===== config.mk =====
export PLATFORM = sky130hd
export DESIGN_NAME = l2_sync_reservation
export DESIGN_NICKNAME = d
export VERILOG_FILES = /design/src/rtl/l2_sync_reservation_pkg.sv /design/src/rtl/l2_sync_reservation_entry.sv /design/src/rtl/l2_sync_reservation.sv
export SDC_FILE = /design/constraint.sdc
export NUM_CORES = 1
export LEC_CHECK = 0
export ABC_AREA = 1
export BUFFER_PORTS_ARGS = -buffer_cell sky130_fd_sc_hd__buf_2
export CORE_MARGIN = 10
export CORE_UTILIZATION = 45
export DETAILED_ROUTE_END_ITERATION = 8
export RECOVER_POWER = 50
export SYNTH_ARGS = -nofsm -noshare
export SYNTH_HDL_FRONTEND = slang
export SYNTH_SLANG_ARGS = --single-unit

===== constraint.sdc =====
create_clock -name clk -period 4.25 [get_ports clk]
set_clock_uncertainty 0.1 [all_clocks]
set_input_delay 0 -clock clk [delete_from_list [all_inputs] [get_ports clk]]
set_output_delay 0 -clock clk [all_outputs]
set_load 0.05 [all_outputs]

===== src/rtl/l2_sync_reservation_pkg.sv =====
// Shared types for the L2 load-linked/store-conditional reservation tracker.
// Optional build macro: L2_SYNC_TIMEOUT_EN (reservation lifetime counters).
`ifndef NUM_CORES
`define NUM_CORES 2
`endif
`ifndef THREADS_PER_CORE
`define THREADS_PER_CORE 4
`endif

package l2_sync_reservation_pkg;

  typedef enum logic [2:0] {
    L2REQ_LOAD,
    L2REQ_STORE,
    L2REQ_WRITEBACK,
    L2REQ_FLUSH,
    L2REQ_INVALIDATE,
    L2REQ_IINVALIDATE,
    L2REQ_LOAD_SYNC,
    L2REQ_STORE_SYNC
  } l2req_packet_type_t;

  // Keeps id fields at least one bit wide for single-core/single-thread builds.
  function automatic int clog2_min1(input int n);
    return (n > 1) ? $clog2(n) : 1;
  endfunction

  localparam int SYNC_RES_ENTRIES = `NUM_CORES * `THREADS_PER_CORE;
  localparam int CORE_ID_WIDTH    = clog2_min1(`NUM_CORES);
  localparam int THREAD_ID_WIDTH  = clog2_min1(`THREADS_PER_CORE);

  typedef struct packed {
    logic        valid;
    logic [25:0] line_addr;
  } sync_res_entry_t;

endpackage


===== src/rtl/l2_sync_reservation_entry.sv =====
// One hardware thread's reservation: valid flag, line address, address compare.
// With L2_SYNC_TIMEOUT_EN an age counter retires the reservation after TIMEOUT_CYCLES.
module sync_reservation_entry #(
  parameter int LINE_ADDR_WIDTH = 26
`ifdef L2_SYNC_TIMEOUT_EN
  , parameter int TIMEOUT_CYCLES = 1024
`endif
) (
  input  logic                       clk,
  input  logic                       reset,
  input  logic                       i_set,
  input  logic                       i_clr,
  input  logic [LINE_ADDR_WIDTH-1:0] i_addr,
  output logic                       o_live,
  output logic                       o_match,
  output logic                       o_valid_d
);

  logic                       r_valid;
  logic [LINE_ADDR_WIDTH-1:0] r_addr;
  logic                       w_expire;

`ifdef L2_SYNC_TIMEOUT_EN
  localparam int AGE_W = $clog2(TIMEOUT_CYCLES + 1);
  logic [AGE_W-1:0] r_age;

  // At the limit the reservation is already dead for this cycle's request.
  assign w_expire = r_valid && (r_age == AGE_W'(TIMEOUT_CYCLES));

  always_ff @(posedge clk) begin
    if (reset)                    r_age <= '0;
    else if (i_set)               r_age <= '0;
    else if (r_valid && !w_expire) r_age <= r_age + 1'b1;
  end
`else
  assign w_expire = 1'b0;
`endif

  assign o_live    = r_valid & ~w_expire;
  assign o_match   = r_valid && (r_addr == i_addr);
  assign o_valid_d = i_set | (r_valid & ~i_clr & ~w_expire);

  always_ff @(posedge clk) begin
    if (reset) begin
      r_valid <= 1'b0;
      r_addr  <= '0;
    end else begin
      r_valid <= o_valid_d;
      if (i_set) r_addr <= i_addr;
    end
  end

endmodule


===== src/rtl/l2_sync_reservation.sv =====
// L2 sync-store reservation tracker: one entry per thread, decides STORE_SYNC success.
// Optional build macro: L2_SYNC_TIMEOUT_EN.
`ifndef NUM_CORES
`define NUM_CORES 2
`endif
`ifndef THREADS_PER_CORE
`define THREADS_PER_CORE 4
`endif

module l2_sync_reservation
  import l2_sync_reservation_pkg::*;
#(
  parameter int NUM_CORES        = `NUM_CORES,
  parameter int THREADS_PER_CORE = `THREADS_PER_CORE,
  parameter int LINE_ADDR_WIDTH  = 26,
  parameter int TIMEOUT_CYCLES   = 1024
) (
  input  logic                                           clk,
  input  logic                                           reset,
  input  logic                                           req_valid,
  input  l2req_packet_type_t                             req_type,
  input  logic [clog2_min1(NUM_CORES)-1:0]               req_core,
  input  logic [clog2_min1(THREADS_PER_CORE)-1:0]        req_thread,
  input  logic [LINE_ADDR_WIDTH-1:0]                     req_line_addr,
  output logic                                           rsp_valid,
  output logic                                           rsp_success,
  output l2req_packet_type_t                             rsp_type,
  output logic [$clog2(NUM_CORES*THREADS_PER_CORE):0]    active_count
);

  localparam int ENTRIES = NUM_CORES * THREADS_PER_CORE;
  localparam int IDX_W   = clog2_min1(ENTRIES);
  localparam int CNT_W   = $clog2(ENTRIES) + 1;

  logic [IDX_W-1:0]   w_idx;
  logic [ENTRIES-1:0] w_own, w_live, w_match, w_set, w_clr, w_valid_d;
  logic               w_is_ld, w_is_ss, w_is_st, w_accept, w_success;
  logic [CNT_W-1:0]   w_popcnt;

  assign w_idx    = IDX_W'(req_core) * IDX_W'(THREADS_PER_CORE) + IDX_W'(req_thread);
  assign w_is_ld  = req_valid && (req_type == L2REQ_LOAD_SYNC);
  assign w_is_ss  = req_valid && (req_type == L2REQ_STORE_SYNC);
  assign w_is_st  = req_valid && (req_type == L2REQ_STORE);
  assign w_accept = w_is_ld | w_is_ss | w_is_st;

  assign w_success = |(w_own & w_live & w_match);
  assign w_set     = w_is_ld ? w_own : '0;
  // A winning sync store kills every reservation on the line; a losing one only its own.
  assign w_clr     = (w_is_st ? w_match : '0)
                   | (w_is_ss ? (w_success ? w_match : w_own) : '0);

  for (genvar i = 0; i < ENTRIES; i++) begin : g_ent
    assign w_own[i] = (w_idx == IDX_W'(i));

    sync_reservation_entry #(
      .LINE_ADDR_WIDTH(LINE_ADDR_WIDTH)
`ifdef L2_SYNC_TIMEOUT_EN
      , .TIMEOUT_CYCLES(TIMEOUT_CYCLES)
`endif
    ) u_ent (
      .clk      (clk),
      .reset    (reset),
      .i_set    (w_set[i]),
      .i_clr    (w_clr[i]),
      .i_addr   (req_line_addr),
      .o_live   (w_live[i]),
      .o_match  (w_match[i]),
      .o_valid_d(w_valid_d[i])
    );
  end

`ifndef L2_SYNC_TIMEOUT_EN
  // Lifetime only matters to the timeout build.
  if (TIMEOUT_CYCLES < 0) begin : g_timeout_unused
  end
`endif

  always_comb begin
    w_popcnt = '0;
    for (int i = 0; i < ENTRIES; i++) w_popcnt = w_popcnt + CNT_W'(w_valid_d[i]);
  end

  always_ff @(posedge clk) begin
    if (reset) begin
      rsp_valid    <= 1'b0;
      rsp_success  <= 1'b0;
      rsp_type     <= L2REQ_LOAD;
      active_count <= '0;
    end else begin
      rsp_valid    <= w_accept;
      rsp_success  <= w_accept && (w_is_ss ? w_success : 1'b1);
      if (w_accept) rsp_type <= req_type;
      active_count <= w_popcnt;
    end
  end

endmodule


==> results of run 1 <==
-- power groups by stage --
stage	clock network (mW)	logic (mW)	registers (mW)
after floorplan	0	0.282	2.19
after global placement	0	0.479	2.18
after detailed placement	0	0.478	2.18
after CTS	2.66	0.515	2.14
after global routing	2.74	0.576	2.14
final	2.64	0.537	2.14
-- layer usage --
metal  global-route usage, %  share of wire [%]  vias to the layer above
li1                        -                  -                     5662
met1                    30.8                 44                     5330
met2                    39.5                 46                      368
met3                    4.10                6.7                       79
met4                    9.55                3.8                        2
met5                       0              0.041                        -
-- Yosys cell counts (16+ instances only) --
cell      instances
nor2_1          101
nand2_1         392
nor2_2           18
inv_2            20
nand3_1          36
o21ai_0         225
a21oi_1         212
dfxtp_1         225
buf_6            29
buf_4            19
nand4_1          16
inv_1           186
clkbuf_1         61
xnor2_1          81
-- sequential cells by signal (all words and copies together) (netlist names) --
name,count
rsp_success,1
active_count,4
g_ent.u_ent.r_addr,208
g_ent.u_ent.o_live,8
rsp_type,3
rsp_valid,1
-- placed cells by master, fill, tap and decap left out, drive strengths merged, types with 7 or more instances in the layout --
cell,netlist,routed
nand3,37,37
a21oi,218,218
nor3,11,11
clkinv,0,7
xnor2,81,81
inv,212,211
dlygate4sd3,0,45
clkbuf,61,40
dfxtp,225,225
bufinv,0,8
nor2,122,122
nand2,401,401
o21ai,229,229
nand4,16,16
buf,52,187
-- area by class of cell --
class | count | area [µm²] | area share (%)
Clock inverter | 18 | 300 | 2.05
Timing Repair Buffer | 242 | 1960 | 13.4
Tap cell | 330 | 413 | 2.81
Clock buffer | 30 | 707 | 4.82
Inverter | 212 | 838 | 5.71
Multi-Input combinational cell | 1134 | 5920 | 40.4
Sequential cell | 225 | 4530 | 30.9
-- how the worst min path moves through the flow --
stage                                                   endpoint  slack, ns              start
final                                     rsp_success$_SDFF_PP0_       0.07        req_type[0]
after CTS                                 rsp_success$_SDFF_PP0_       0.05        req_type[0]
after global placement    g_ent[6].u_ent.r_addr[11]$_SDFFE_PP0P_       0.22  req_line_addr[11]
after detailed placement  g_ent[6].u_ent.r_addr[11]$_SDFFE_PP0P_       0.23  req_line_addr[11]
after floorplan                 g_ent[4].u_ent.o_live$_SDFF_PP0_      -0.03              reset
after global routing            g_ent[2].u_ent.o_live$_SDFF_PP0_       0.11        req_type[0]
-- metrics by stage --
stage / hold slack (ns) / instances / utilization, % / TNS (ns) / worst slack [ns]
3_5_place_dp: 0.231 / 2087 / 50.4 / -0.407 / -0.225
6_report: 0.0664 / 2191 / 57.9 / 0 / 0.0186
2_1_floorplan: -0.0309 / 1684 / - / 0 / 0.315
4_1_cts: 0.0522 / 2184 / 56.7 / 0 / 0.00897
3_3_place_gp: 0.220 / 2087 / 50.4 / -0.241 / -0.144
5_1_grt: 0.114 / 2191 / 57.9 / -0.236 / -0.120
-- worst max-delay path, cell delays in order --
cell and delay [ns]:
dlygate4sd3_1 0.56, buf_2 0.18, buf_12 0.15, xnor2_1 0.18
nand2_2 0.13, nor2_4 0.15, nand2_1 0.10, nor2_4 0.17
nand3_1 0.12, nand2_2 0.11, nor2_4 0.06, nand3_1 0.07
nand3_1 0.08, nand2_2 0.09, nand2_2 0.06, fa_1 0.52
inv_2 0.04, fa_1 0.52, fa_1 0.41, inv_1 0.07
ha_2 0.18, inv_2 0.04, fa_2 0.51, nor2_1 0.04
-- cell families after synthesis --
group / synth area share (%)
flip-flops: 38.7
adder cells (fa/ha/maj): 1.01
AO/OA/AOI/OAI: 19.9
XOR/XNOR: 6.32
AND/OR/NAND/NOR: 20.9
buffers and inverters: 13.2
-- what timing repair did --
| action | 4_1_cts | 5_1_grt |
|---|---|---|
| endpoints found under the setup margin | 2 | 2 |
| setup buffers | 4 | 7 |
| gates resized for setup | 30 | 111 |
| pin swaps | 9 | 48 |
| hold buffers | 45 | 0 |
| endpoints found under the hold margin | 205 | 0 |
==> flow_metrics.tcl, run 1 <==
set metrics [dict create \
    synth_fp_nets 1726 \
    worstReg2RegEnd "active_count[1]$_SDFF_PP0_" \
    clkLatencyLatePin_ns 0.54 \
    nets 1884 \
    via_count 11441 \
    worstSetupPathType "in -> reg" \
    start_kind "primary input" \
    fin_area_um2 14700 \
    maxSlewHeadroom_pct 51.2 \
    fin_crit_sh_pct 99.6 \
    cp_max_fo 5 \
    synth_top_area_share_pct 38.7 \
    whs_path_depth 7 \
    synth_area_per_cell_um2 6.91 \
    layout-drive-gt1-share_pct 21.1 \
    period_minus_slack_ns 4.23 \
    ys.warnings.count 0 \
    drt-total-wl_mm 41.1 \
    tritoncts "yes" \
    synth_edf_count 0 \
    finalHoldViolations 0 \
    maxSlewViolCount 0 \
    grt_max_degree 75 \
    setup_violations 0 \
    pwr-share-seq_pct 40.2 \
    crit_start "req_line_addr[14]" \
    reg2reg_from "g_ent[5].u_ent.r_addr[8]$_SDFFE_PP0P_" \
    synth_area_leaders "dfxtp_1 (39%), nand2_1 (13%), o21ai_0 (9.7%)" \
    power.internal_mw 4.01 \
    rows 58 \
    synthArstFlopShare_pct 0 \
    ys_ff_latch 225 \
    first_pass_iters 6 \
    die_height_um 181 \
    antenna_found_initial 1 \
    ir_drop_uv 303 \
    clock_path_buffers 3 \
    powerDensity_nw_per_um2 362 \
    io_buffers 43 \
    antenna_left 0 \
    cts-root-buf "clkbuf_16" \
    dpl_cell_area_um2 12800 \
    synthToLayoutAreaGrowth_pct 26.1 \
    vias_per_cell 5.22 \
    r2r_cells 23 \
    crit_required_ns 4.57 \
    synth_top_area_cell "dfxtp_1" \
    overflow 0 \
    fillers 2443 \
    antenna_cells 0 \
    postSynthCellCount 1684 \
    drc 0 \
    fmax_mhz 236 \
    worstSetupEndpoint "active_count[1]$_SDFF_PP0_" \
    rsz0062_at_grt "yes" \
    htreeDepth 1 \
    grt_pass1_vias 10863 \
    numCtsBuffers 27 \
    grt.total_usage_pct 24.1 \
    clk_pin_slew_ns 0.06 \
    drt-initial-drc-count 960 \
    p_sw_share_pct 24.5 \
    core_area_um2 25300 \
    die-area_um2 32700 \
    hold_path_class "in -> reg" \
    yosysSeqAreaShare_pct 38.7 \
    r2r_slack_ns 0.04 \
    start_util_pct 45.9 \
    gp_congestion 0.920 \
    synth.distinct_cells 32 \
    dpl.hpwl_mm 28.5 \
    pwr-share-clk_pct 49.6 \
    cap_viol_max_count 0 \
    wl_per_cell_um 18.8 \
    status "finished, final reports clean" \
    leakage_nw 6.14 \
    synth_area_um2 11600 \
    clock-sinks 225 \
    io_pins 44 \
    die_w_um 181 \
    synth-main-ff-cell "dfxtp_1" \
    power_mw 5.31 \
    endpoint_kind "flop" \
    worst_slew_pin_slew_ns 0.732 \
    switchingPower_mw 1.30 \
    grt_pass1_wl_mm 62.7 \
    cp.arrival_ns 4.55 \
    power_frac_comb_pct 10.1 \
]
(Power assumes the default switching activity.)
==> run 2, diff against run 1 <==
--- a/config.mk
+++ b/config.mk
@@ -8,9 +8,9 @@
 export ABC_AREA = 1
 export BUFFER_PORTS_ARGS = -buffer_cell sky130_fd_sc_hd__buf_2
 export CORE_MARGIN = 10
-export CORE_UTILIZATION = 45
+export CORE_UTILIZATION = 53
 export DETAILED_ROUTE_END_ITERATION = 8
-export RECOVER_POWER = 50
+export PLACE_DENSITY = 0.73
 export SYNTH_ARGS = -nofsm -noshare
 export SYNTH_HDL_FRONTEND = slang
 export SYNTH_SLANG_ARGS = --single-unit
==> run 2 against run 1 <==
Compared with the run above: final area down 0.67%; first-iteration DRC count up 35%; register-to-register slack better by 0.02 ns; sequential share of layout area up 0.42 points; total power down 8.9%; clock-buffer cell count up 9; wire length down 2.1%; critical endpoint unchanged; critical path depth down 3.
==> flow_metrics.tcl, run 2 (synthesized netlist as in run 1, its figures left out) <==
set metrics [dict create \
    layout.cells.non_filler 2147 \
    clkLatencyLatePin_ns 0.53 \
    nets 1890 \
    grt_pass1_wl_mm 61.0 \
    htreeDepth 1 \
    overflow 0 \
    path_cells "xnor2_1, nand2_1, nor2_2, nand2_1, nor2_4, nand3_2, nand2_2, nor2_4, nand3_2, nand3_2, nand2_2, nand2_2, fa_1, inv_2, fa_1, fa_1, inv_1, ha_2, inv_2, fa_2, nor2_1" \
    fmax_mhz 239 \
    start_util_pct 53.6 \
    maxSlewHeadroom_pct 50.5 \
    slowest_delay_ns 0.55 \
    clk_pin_slew_ns 0.06 \
    finalWorstSetupSlack_ns 0.0641 \
    cp_max_fo 5 \
    vias_per_cell 5.54 \
    antenna_cells 0 \
    clock_path_buffers 3 \
    antenna_found_initial 0 \
    cp.arrival_ns 4.50 \
    grt_max_degree 132 \
    numCtsBuffers 25 \
    finalHoldViolations 0 \
    place_inst 2017 \
    rows 54 \
    clock-sinks 225 \
    cap_viol_max_count 0 \
    fillers 1833 \
    mostFrequentLayoutCell "nand2_1" \
    wl_per_cell_um 18.7 \
    die_height_um 168 \
    grt.total_usage_pct 26.7 \
    largest_register "g_ent.u_ent.r_addr" \
    crit_required_ns 4.56 \
    antenna_left 0 \
    drt-initial-drc-count 1300 \
    ir_drop_uv 264 \
    cts-root-buf "clkbuf_16" \
    powerDensity_nw_per_um2 332 \
    fin_tns_setup_ns 0 \
    endpoint_kind "flop" \
    start_kind "flop" \
    rsz0062_at_grt "yes" \
    drc 0 \
    setup_violations 0 \
    period_minus_slack_ns 4.19 \
    hold_path_class "in -> reg" \
    worst_slew_pin_slew_ns 0.742 \
    layout_common_cells "nand2_1 (358), o21ai_0 (215), a21oi_1 (210)" \
    busiest_layer "met2" \
    leakage_nw 6.19 \
    via_count 11905 \
    worstSetupPathType "reg -> reg" \
    detailedPlace.worstSlack_ns -0.270 \
    fin_crit_sh_pct 98.5 \
    io_buffers 43 \
    status "finished, final reports clean" \
    slowest_stage "fa_1" \
    fin_util_pct 67.2 \
    use_met1_pct 34.6 \
    die-area_um2 28300 \
    layout-drive-gt1-share_pct 23.1 \
    first_pass_iters 5 \
    dpl.hpwl_mm 26.2 \
    largest_reg_flops 208 \
    power_mw 4.84 \
    gp_congestion 0.977 \
    maxSlewViolCount 0 \
    grt_pass1_vias 11019 \
    met2_usage_pct 43.1 \
    io_pins 44 \
    tritoncts "yes" \
    die_w_um 168 \
    grt_util_met3_pct 4.54 \
    core_area_um2 21700 \
    synthToLayoutAreaGrowth_pct 25.3 \
    drt-total-wl_mm 40.2 \
]
## run 2: cell count changes in the layout (fill, tap and decap cells not counted), sizes merged
cell | before | now
bufinv | 8 | 2
dlygate4sd3 | 45 | 57
clkbuf | 40 | 41
buf | 187 | 191
inv | 211 | 213
clkinv | 7 | 4
clkinvlp | 4 | 0
## run 2: power by group
| part | internal, mW | switching [mW] | leakage, nW |
|---|---|---|---|
| combinational | 0.204 | 0.326 | 3.95 |
| sequential | 2.13 | 0.0119 | 1.84 |
| clock | 1.30 | 0.876 | 0.403 |
| total | 3.63 | 1.21 | 6.19 |
## run 2: final cells by class
| class | instances | area [µm²] | share of cell area (%) |
|---|---|---|---|
| Multi-Input combinational cell | 1134 | 6000 | 41.2 |
| Sequential cell | 225 | 4560 | 31.3 |
| Timing Repair Buffer | 250 | 2010 | 13.8 |
| Inverter | 212 | 836 | 5.74 |
| Clock buffer | 39 | 728 | 5.00 |
| Tap cell | 280 | 350 | 2.40 |
| Clock inverter | 7 | 88.8 | 0.610 |
## run 2: layer usage
metal	wire length (µm)	part of all wire, %
met4	1860	4.6
met1	16400	41
met5	0	0
met2	18200	45
met3	3800	9.4
## run 2: stage by stage
stage | hold WS (ns) | instance area (µm²)
6_report | 0.0211 | 14600
5_1_grt | 0.0407 | 14600
4_1_cts | 0.0103 | 14200
3_5_place_dp | 0.263 | 12500
3_3_place_gp | 0.269 | 12500
2_1_floorplan | -0.0309 | 11600
## run 2: worst max-delay path: cells and delay by family (launching register included)
kind / cells / cell delay (ns)
flip-flops: 1 / 0.35
adder cells (fa/ha/maj): 5 / 2.15
AND/OR/NAND/NOR: 12 / 1.18
XOR/XNOR: 1 / 0.13
buffers and inverters: 3 / 0.15
## run 2: timing repair
item / in CTS / in global routing
resized for setup: 59 / 125
hold endpoints to repair: 210 / 0
hold buffers: 57 / 0
pin swaps: 35 / 54
buffers inserted: 18 / 13
endpoints found under the setup margin: 2 / 4
## run 2: final timing paths
check	start	endpoint	slack [ns]	depth (start not counted)
max	g_ent[7].u_ent.r_addr[14]$_SDFFE_PP0P_	active_count[1]$_SDFF_PP0_	0.06	21
min	req_type[0]	g_ent[3].u_ent.o_live$_SDFF_PP0_	0.02	6
max reg2reg	g_ent[7].u_ent.r_addr[14]$_SDFFE_PP0P_	active_count[1]$_SDFF_PP0_	0.06	21
min reg2reg	g_ent[5].u_ent.r_addr[22]$_SDFFE_PP0P_	g_ent[5].u_ent.r_addr[22]$_SDFFE_PP0P_	0.45	2
